**src/rtl/multicycle_core.sv**
```systemverilog
// Multi-cycle core: FETCH/EXEC with handshaked fetch, input, output and a halt state.
// Datapath width and register count are parametrised; instruction word is fixed at 32 bits.
module multicycle_core #(
    parameter int DATA_W = 32,
    parameter int PC_W   = 10,
    parameter int NREG   = 32
) (
    input  logic              clk,
    input  logic              reset,
    output logic              imem_req,
    output logic [PC_W-1:0]   imem_addr,
    input  logic              imem_ack,
    input  logic [31:0]       imem_rdata,
    input  logic [DATA_W-1:0] sw_data,
    input  logic [DATA_W-1:0] in_data,
    input  logic              in_valid,
    output logic              in_ready,
    output logic [DATA_W-1:0] out_data,
    output logic              out_valid,
    input  logic              out_ready,
    output logic [PC_W-1:0]   pc,
    output logic              halted
);
    localparam int RA_W = $clog2(NREG);

    typedef enum logic [2:0] {S_FETCH, S_EXEC, S_IN_WAIT, S_OUT_WAIT, S_HALT} state_t;

    state_t            state_q;
    logic [PC_W-1:0]   pc_q, npc_q;
    logic [31:0]       ir_q;
    logic [DATA_W-1:0] rf_q [NREG];
    logic [DATA_W-1:0] out_data_q;
    logic              imem_req_q, in_ready_q, out_valid_q, halted_q;

    logic              j, b, we;
    logic [1:0]        src;
    logic [3:0]        aluop;
    logic [4:0]        a1, a2, a3;
    logic [7:0]        imm;

    logic [DATA_W-1:0] rd1, rd2, alu_d, wdata_d, se;
    logic [PC_W-1:0]   sep, npc_d;
    logic [4:0]        shamt;
    logic              flag_d, wr_ok, halt_d;

    assign {j, b, we, src, aluop, a1, a2, a3, imm} = ir_q;

    assign se     = DATA_W'($signed(imm));
    assign sep    = PC_W'($signed(imm));
    assign shamt  = rd2[4:0];
    assign wr_ok  = (a3 != 5'd0) && (int'(a3) < NREG);
    assign halt_d = j && (imm == 8'd0);

    // Register 0 and addresses beyond NREG read as zero.
    always_comb begin
        rd1 = '0;
        rd2 = '0;
        if (a1 != 5'd0 && int'(a1) < NREG) rd1 = rf_q[a1[RA_W-1:0]];
        if (a2 != 5'd0 && int'(a2) < NREG) rd2 = rf_q[a2[RA_W-1:0]];
    end

    always_comb begin
        alu_d  = '0;
        flag_d = 1'b0;
        case (aluop)
            4'b0000: alu_d = rd1 + rd2;
            4'b0001: alu_d = rd1 - rd2;
            4'b0010: alu_d = rd1 << shamt;
            4'b0011: alu_d = {{(DATA_W-1){1'b0}}, ($signed(rd1) < $signed(rd2))};
            4'b0100: alu_d = {{(DATA_W-1){1'b0}}, (rd1 < rd2)};
            4'b0101: alu_d = rd1 ^ rd2;
            4'b0110: alu_d = rd1 >> shamt;
            4'b0111: alu_d = $signed(rd1) >>> shamt;
            4'b1000: alu_d = rd1 | rd2;
            4'b1001: alu_d = rd1 & rd2;
            4'b1010: flag_d = rd1 < rd2;
            4'b1011: flag_d = rd1 >= rd2;
            4'b1100: flag_d = rd1 == rd2;
            4'b1101: flag_d = rd1 != rd2;
            4'b1110: flag_d = $signed(rd1) < $signed(rd2);
            4'b1111: flag_d = $signed(rd1) >= $signed(rd2);
        endcase
    end

    always_comb begin
        case (src)
            2'b00:   wdata_d = se;
            2'b01:   wdata_d = sw_data;
            default: wdata_d = alu_d;
        endcase
        npc_d = (j || (b && flag_d)) ? pc_q + sep : pc_q + PC_W'(1);
    end

    always_ff @(posedge clk) begin
        if (reset) begin
            state_q     <= S_FETCH;
            pc_q        <= '0;
            npc_q       <= '0;
            ir_q        <= '0;
            out_data_q  <= '0;
            imem_req_q  <= 1'b0;
            in_ready_q  <= 1'b0;
            out_valid_q <= 1'b0;
            halted_q    <= 1'b0;
            for (int i = 0; i < NREG; i++) rf_q[i] <= '0;
        end else begin
            case (state_q)
                S_FETCH: begin
                    // Request is raised one cycle after reset, then held until acked.
                    if (!imem_req_q) begin
                        imem_req_q <= 1'b1;
                    end else if (imem_ack) begin
                        ir_q       <= imem_rdata;
                        imem_req_q <= 1'b0;
                        state_q    <= S_EXEC;
                    end
                end
                S_EXEC: begin
                    npc_q <= npc_d;
                    if (halt_d) begin
                        halted_q <= 1'b1;
                        state_q  <= S_HALT;
                    end else if (src == 2'b11 && we) begin
                        in_ready_q <= 1'b1;
                        state_q    <= S_IN_WAIT;
                    end else if (src == 2'b11) begin
                        out_data_q  <= rd1;
                        out_valid_q <= 1'b1;
                        state_q     <= S_OUT_WAIT;
                    end else begin
                        if (we && wr_ok) rf_q[a3[RA_W-1:0]] <= wdata_d;
                        pc_q       <= npc_d;
                        imem_req_q <= 1'b1;
                        state_q    <= S_FETCH;
                    end
                end
                S_IN_WAIT: begin
                    if (in_valid) begin
                        if (wr_ok) rf_q[a3[RA_W-1:0]] <= in_data;
                        in_ready_q <= 1'b0;
                        pc_q       <= npc_q;
                        imem_req_q <= 1'b1;
                        state_q    <= S_FETCH;
                    end
                end
                S_OUT_WAIT: begin
                    if (out_ready) begin
                        out_valid_q <= 1'b0;
                        pc_q        <= npc_q;
                        imem_req_q  <= 1'b1;
                        state_q     <= S_FETCH;
                    end
                end
                S_HALT: begin
                end
                default: state_q <= S_FETCH;
            endcase
        end
    end

    assign imem_req  = imem_req_q;
    assign imem_addr = pc_q;
    assign pc        = pc_q;
    assign in_ready  = in_ready_q;
    assign out_data  = out_data_q;
    assign out_valid = out_valid_q;
    assign halted    = halted_q;
endmodule

```
**config.mk**
```make
export PLATFORM = sky130hd
export DESIGN_NAME = multicycle_core
export DESIGN_NICKNAME = d
export VERILOG_FILES = /design/src/rtl/multicycle_core.sv
export SDC_FILE = /design/constraint.sdc
export NUM_CORES = 2
export LEC_CHECK = 0
export CAP_MARGIN = 20
export CORE_AREA = 2 2 264 397
export DETAILED_ROUTE_END_ITERATION = 7
export DIE_AREA = 0 0 266 399
export DONT_BUFFER_PORTS = 1
export MAX_ROUTING_LAYER = met4
export PLACE_DENSITY = 0.78
export SETUP_SLACK_MARGIN = 0.5
export SLEW_MARGIN = 5
export SYNTH_ARGS = -nofsm -noshare
export SYNTH_HDL_FRONTEND = slang
export SYNTH_SLANG_ARGS = --single-unit
```
**constraint.sdc**
```tcl
create_clock -name clk -period 19.56 [get_ports clk]
set_input_delay 5.868 -clock clk [delete_from_list [all_inputs] [get_ports clk]]
set_output_delay 5.868 -clock clk [all_outputs]
set_load 0.1 [all_outputs]
```
* After elaboration in Yosys (flattened, before gate mapping)
Memory sizes are Yosys's and may differ from the RTL's. A register that Yosys moved wholly into a read port is not among the register bits.
Cells that the tools add are included.
** Word-level totals
- Register bits after elaboration :: 91
- RAM bits :: 1024
- Bits of input ports :: 101
- Output and inout port bits :: 56
- Logic and storage cells :: 144
- Memories kept :: 1
** Memory list
- rf_q :: depth 32, bits a word 32, rd ports 2, clocked after Yosys merged registers in 2, write ports 32, line 31 : logic [DATA_W-1:0] rf_q [NREG];
** Operators by class
- Add/sub/neg operators :: 4
- Magnitude comparators :: 4
- Equal/unequal tests :: 32
- Shift operators :: 3
- Multiplexer cells :: 59
- Bitwise operators :: 7
- Reduce and logical (&&, ||, !) cells :: 25
** Operators with widths (count)
- 32-bit one-hot mux with 10 select lines :: 1
- 32-bit two-way mux :: 4
- 32-bit >= comparator :: 2
- 32-bit < comparator :: 2
- 32-bit one-hot mux with 2 select lines :: 1
- 10-bit two-way mux :: 6
- 32-bit adder :: 1
- 32-bit AND :: 1
- 32-bit == test :: 1
- 4-bit == test, second input constant :: 8
- 32-bit inequality test :: 1
- 32-bit bitwise OR :: 1
- 32-bit OR reduction :: 1
- 32-bit by 5-bit << shifter with 32-bit output :: 1
- 32-bit by 5-bit right shift with 32-bit output :: 1
- 32-bit by 5-bit >>> shifter with 32-bit output :: 1
- 32-bit subtractor :: 1
- 32-bit bitwise XOR :: 1
- 10-bit one-hot mux with 3 select lines :: 1
- 1-bit two-way mux :: 29
- 5-bit two-way mux :: 5
- 2-bit inequality test, second input constant :: 9
- 4-bit by 3-bit == test with 1-bit output, second input constant :: 4
- 3-bit two-way mux :: 5
- 31 further kinds :: 46

* Logic depth before layout (Yosys ltp)
- Word-level depth :: 12
- Depth in mapped cells :: 33

* Worst setup path before layout
Ideal clock, no wire load.
- Path type :: input to register
- Start point :: input reset
- End point :: memory rf_q[10][10], data pin
- Data arrival time :: 8.191 ns
- Setup slack :: 11.103 ns
- Stages on the path :: 12
- Path buffers :: 4
- Cell sequence :: clkbuf_1 -> a21oi_1 -> and2_1 -> clkbuf_1 -> a21oi_1 -> clkbuf_1 -> o2111ai_1 -> a221oi_1 -> nand2_1 -> o31ai_1 -> buf_2 -> nor2_1
** RTL lines
- from (decl) :: line 9 : input logic reset,
- to (decl) :: line 31

==> impl_table.tex <==
\begin{tabular}{lr}
\hline
Metric & Value \\
\hline
\multicolumn{2}{l}{\textbf{Status}} \\
Outcome & finished clean \\
\multicolumn{2}{l}{\textbf{Drt}} \\
Number of detailed-route iterations in the first pass & 7 \\
Routed wire length & roughly 280000 um \\
Wirelength per Cell & around 42 um \\
Detailed-route DRC error count & 0 \\
Via count & between 50000 and 60000 \\
DR iter-0 viols & roughly 10000 \\
Remaining number of nets flagged by the antenna check after routing & 0 \\
Routed via count divided by cell count & 8.146 \\
\multicolumn{2}{l}{\textbf{Synthesis}} \\
Cell type contributing the most total cell area after synthesis & sky130\_fd\_sc\_hd\_\_edfxtp\_1 \\
Top cells by count, synth & sky130\_fd\_sc\_hd\_\_edfxtp\_1, sky130\_fd\_sc\_hd\_\_nor2\_1, sky130\_fd\_sc\_hd\_\_mux4\_2 \\
Cells after Synth & 5483 \\
Most frequent cell after synthesis & sky130\_fd\_sc\_hd\_\_edfxtp\_1 \\
Mapped Avg Cell Area & approximately 12 um2 \\
EDFF count, synth & between 1000 and 1500 \\
Sequential fraction of the synthesis area & 49.47\% \\
Number of unique standard cell types used by synthesis & 88 \\
\#FFs+latches synth & between 1000 and 1500 \\
Total standard cell area after synthesis & $\sim$66000 um2 \\
Area share of the leading cell type in the synthesized netlist & between 40\% and 50\% \\
Main area contributors after synthesis & sky130\_fd\_sc\_hd\_\_edfxtp\_1, sky130\_fd\_sc\_hd\_\_mux4\_2, sky130\_fd\_sc\_hd\_\_nor2\_1, sky130\_fd\_sc\_hd\_\_mux2i\_1, sky130\_fd\_sc\_hd\_\_dfxtp\_1 \\
Async S/R FF share, synth & 0\% \\
Yosys warnings & 0 \\
Flip-flop cell with the highest count after synthesis & sky130\_fd\_sc\_hd\_\_edfxtp\_1 \\
\multicolumn{2}{l}{\textbf{STA}} \\
Final setup skew & a little over 90 ps \\
Least-Margin Pin Slew & between 1000 and 1500 ps \\
RSZ-0062 raised after global routing & no \\
Final Cycle Share & between 50\% and 60\% \\
Hold Vio Cnt, Final & 0 \\
Highest Clock Rate & between 0.1 and 0.15 GHz \\
Setup tns final & 0 ps \\
Final-report setup violation count & 0 \\
Post-route minimum period & $\sim$9800 ps \\
Relative max-transition margin & 10.92\% \\
Total count of max-transition violations in the final report & 0 \\
\multicolumn{2}{l}{\textbf{Placed design}} \\
Port Buf Inserts & 0 \\
Total placed cells including tap cells & 6478 \\
Cell Area, Placed & around 68000 um2 \\
Routability cong. & $\sim$1.2 \\
DP Wirelength & between 150000 and 200000 um \\
\multicolumn{2}{l}{\textbf{Global route}} \\
Global route total overflow & 0 \\
Largest net degree at the start of global routing & 157 \\
Initial antenna violation count & 9 \\
Wire length of the first global-routing pass & around 390000 um \\
Global Route Usage Sum & a little under three fifths \\
Number of global-route vias before repair & 54230 \\
\multicolumn{2}{l}{\textbf{Critical path}} \\
Element type at the critical path start & flip-flop \\
R2r endpoint & rf\_q[5][0] \\
R2r worst-path depth & 21 \\
Crit path capture type & flip-flop \\
Maximum fanout count along the critical path & 47 \\
Worst EP required & between 15000 and 20000 ps \\
Kind of critical path & reg2reg \\
Worst path arrival time & approximately 10000 ps \\
Flop2flop setup slack & between 9000 and 10000 ps \\
\multicolumn{2}{l}{\textbf{Power}} \\
Comb pwr share & approximately 25\% \\
Max VDD drop & about 0.000084 V \\
Power Dens Cells & slightly above 90 nW/um2 \\
Switching share of total power & 33.77\% \\
Pint & around 4.3 mW \\
Switching power of the nets & around 2.2 mW \\
Sequential share of power & 43.0\% \\
Pleak & roughly 24 nW \\
Clock power share & between 30\% and 40\% \\
\multicolumn{2}{l}{\textbf{Finish}} \\
Fill cell total of the finished layout & roughly 6800 \\
End-of-flow core utilization & 69.48\% \\
Fin area & between 70000 and 80000 um2 \\
Share of layout cells above drive strength 1 & between 20\% and 30\% \\
Fin cells & 6684 \\
Net count, final & 5486 \\
P\&R area growth vs syn & 7.324\% \\
\multicolumn{2}{l}{\textbf{Floorplanning}} \\
Core area & roughly 100000 um2 \\
Overall die height & between 300 and 400 um \\
Number of ports placed on the die boundary & between 150 and 200 \\
Initial Util & between 60\% and 70\% \\
Chip Width & 266 um \\
Total Die Area & between 100000 and 150000 um2 \\
Count of standard-cell rows & 144 \\
\multicolumn{2}{l}{\textbf{Clock tree}} \\
Worst-skew pair later-pin latency & between 700 and 800 ps \\
Clock buffer depth & 3 \\
CTS H-tree depth & 3 \\
Number of clock sinks & approximately 1100 \\
Number of hold buffers added after cts & 0 \\
Buffer cell driving the clock tree root & sky130\_fd\_sc\_hd\_\_clkbuf\_16 \\
PostCTS Resize Cnt & 0 \\
Clock-pin slew reported for the worst setup and hold paths after clock tree synthesis & around 70 ps \\
Number of CTS-inserted buffers & about 100 \\
TritonCTS clock tree & yes \\
Post CTS Setup Buffer Count & 0 \\
\multicolumn{2}{l}{\textbf{Worst hold path}} \\
Path type of the worst min-delay path & reg2reg \\
Number of instances on the worst hold path & 2 \\
End point of the most critical hold path & npc\_q[1] \\
Startpoint of the lowest-slack hold path & npc\_q[1] \\
\multicolumn{2}{l}{\textbf{Job}} \\
Max-Cap Viols & 0 \\
\hline
\end{tabular}
## worst max path at each step
stage	start	to	slack [ps]
global route	flip-flop	npc_q[9]	9230
detailed placement	in_valid	rf_q[6][24]	9860
CTS	flip-flop	imem_addr[9]	9910
floorplan	reset	rf_q[10][10]	11100
finish	flip-flop	rf_q[5][0]	9730
global placement	in_valid	rf_q[6][24]	9940
## area by class of cell
| class | instances | area (um2) | share of cell area, % |
|---|---|---|---|
| Tap cell | 1314 | 1644 | 2.312 |
| Multi-Input combinational cell | 3732 | 31210 | 43.89 |
| Inverter | 111 | 424.2 | 0.5965 |
| Clock buffer | 124 | 2698 | 3.794 |
| Sequential cell | 1125 | 32820 | 46.15 |
| Clock inverter | 64 | 693.2 | 0.9749 |
| Timing Repair Buffer | 203 | 1594 | 2.242 |
| Antenna cell | 11 | 27.53 | 0.03871 |
## power by group through the flow
stage          combinational [mW]  clock, mW  sequential (mW)
2_1_floorplan               0.937          0             2.78
3_3_place_gp                 1.48          0             2.81
3_5_place_dp                 1.48          0             2.82
4_1_cts                      1.49       2.05             2.78
5_1_grt                      1.62       2.13             2.79
6_report                     1.61       2.08             2.78
## routing by layer
metal	track usage [%]	routed length, um
met5	-	0
met4	54.46	37340
met2	79.49	123800
met3	21.61	44020
met1	56.79	77270
## logic make-up after synthesis
group	share of synthesized area [%]
flops	49.47
other cells	0.005660
compound gates	8.202
mux	23.02
simple gates	12.52
buf+inv	4.306
xor+xnor	0.3702
fa+ha+maj	2.111
## sequential cells by signal, summed over array words and instances, names as in the netlist, 3 cells and up, named ones only
name,flops
state_q,3
imem_addr,10
npc_q,10
out_data,32
ir_q,32
rf_q,1024
## stage by stage
| step | hold slack [ps] | worst slack (ps) | power, mW |
|---|---|---|---|
| CTS | 451.8 | 9912 | 6.322 |
| global route | 482.5 | 9227 | 6.537 |
| detailed placement | 442.8 | 9859 | 4.304 |
| finish | 455.9 | 9735 | 6.473 |
| global placement | 437.3 | 9937 | 4.288 |
| floorplan | 435.7 | 11100 | 3.719 |
## critical path, cell delays in order, from the launching register on
cell	delay, ps
sky130_fd_sc_hd__dfxtp_4	620
sky130_fd_sc_hd__buf_4	660
sky130_fd_sc_hd__buf_4	830
sky130_fd_sc_hd__buf_4	790
sky130_fd_sc_hd__mux4_2	600
sky130_fd_sc_hd__o22ai_1	180
sky130_fd_sc_hd__nor4_1	110
sky130_fd_sc_hd__a21oi_2	670
sky130_fd_sc_hd__inv_1	290
sky130_fd_sc_hd__ha_1	530
sky130_fd_sc_hd__nand4_1	130
sky130_fd_sc_hd__nor3_1	390
sky130_fd_sc_hd__o21ai_0	270
sky130_fd_sc_hd__a21oi_1	420
sky130_fd_sc_hd__o21ai_0	250
sky130_fd_sc_hd__nand2_1	280
sky130_fd_sc_hd__nand2_1	120
sky130_fd_sc_hd__a31oi_1	980
sky130_fd_sc_hd__o221ai_1	370
sky130_fd_sc_hd__o21bai_2	220
sky130_fd_sc_hd__buf_4	540
sky130_fd_sc_hd__nor2_1	100
## cells in the final DEF, fill, tap and decap left out, drive strengths merged, types with 19 or more instances in the layout
master   Yosys  layout
nor2b       27      27
conb         1      32
xnor2       23      23
nand2      402     402
nor2      1004    1004
mux4       571     571
buf        220     202
a22oi       43      43
nor3       306     306
mux2i      232     232
nand3       29      29
ha         107     107
dfxtp      101     101
edfxtp    1024    1024
a31oi       28      28
a21oi      233     233
clkinv       3      45
a21o        43      43
o221ai      20      20
o211ai      39      39
o21bai      19      19
o22ai       59      59
nor4        23      23
o21ai      124     124
nand2b      57      57
o2111ai     44      44
a211oi      61      61
clkbuf     326     124
inv        108     113
Power figures use the tool's default switching activity.
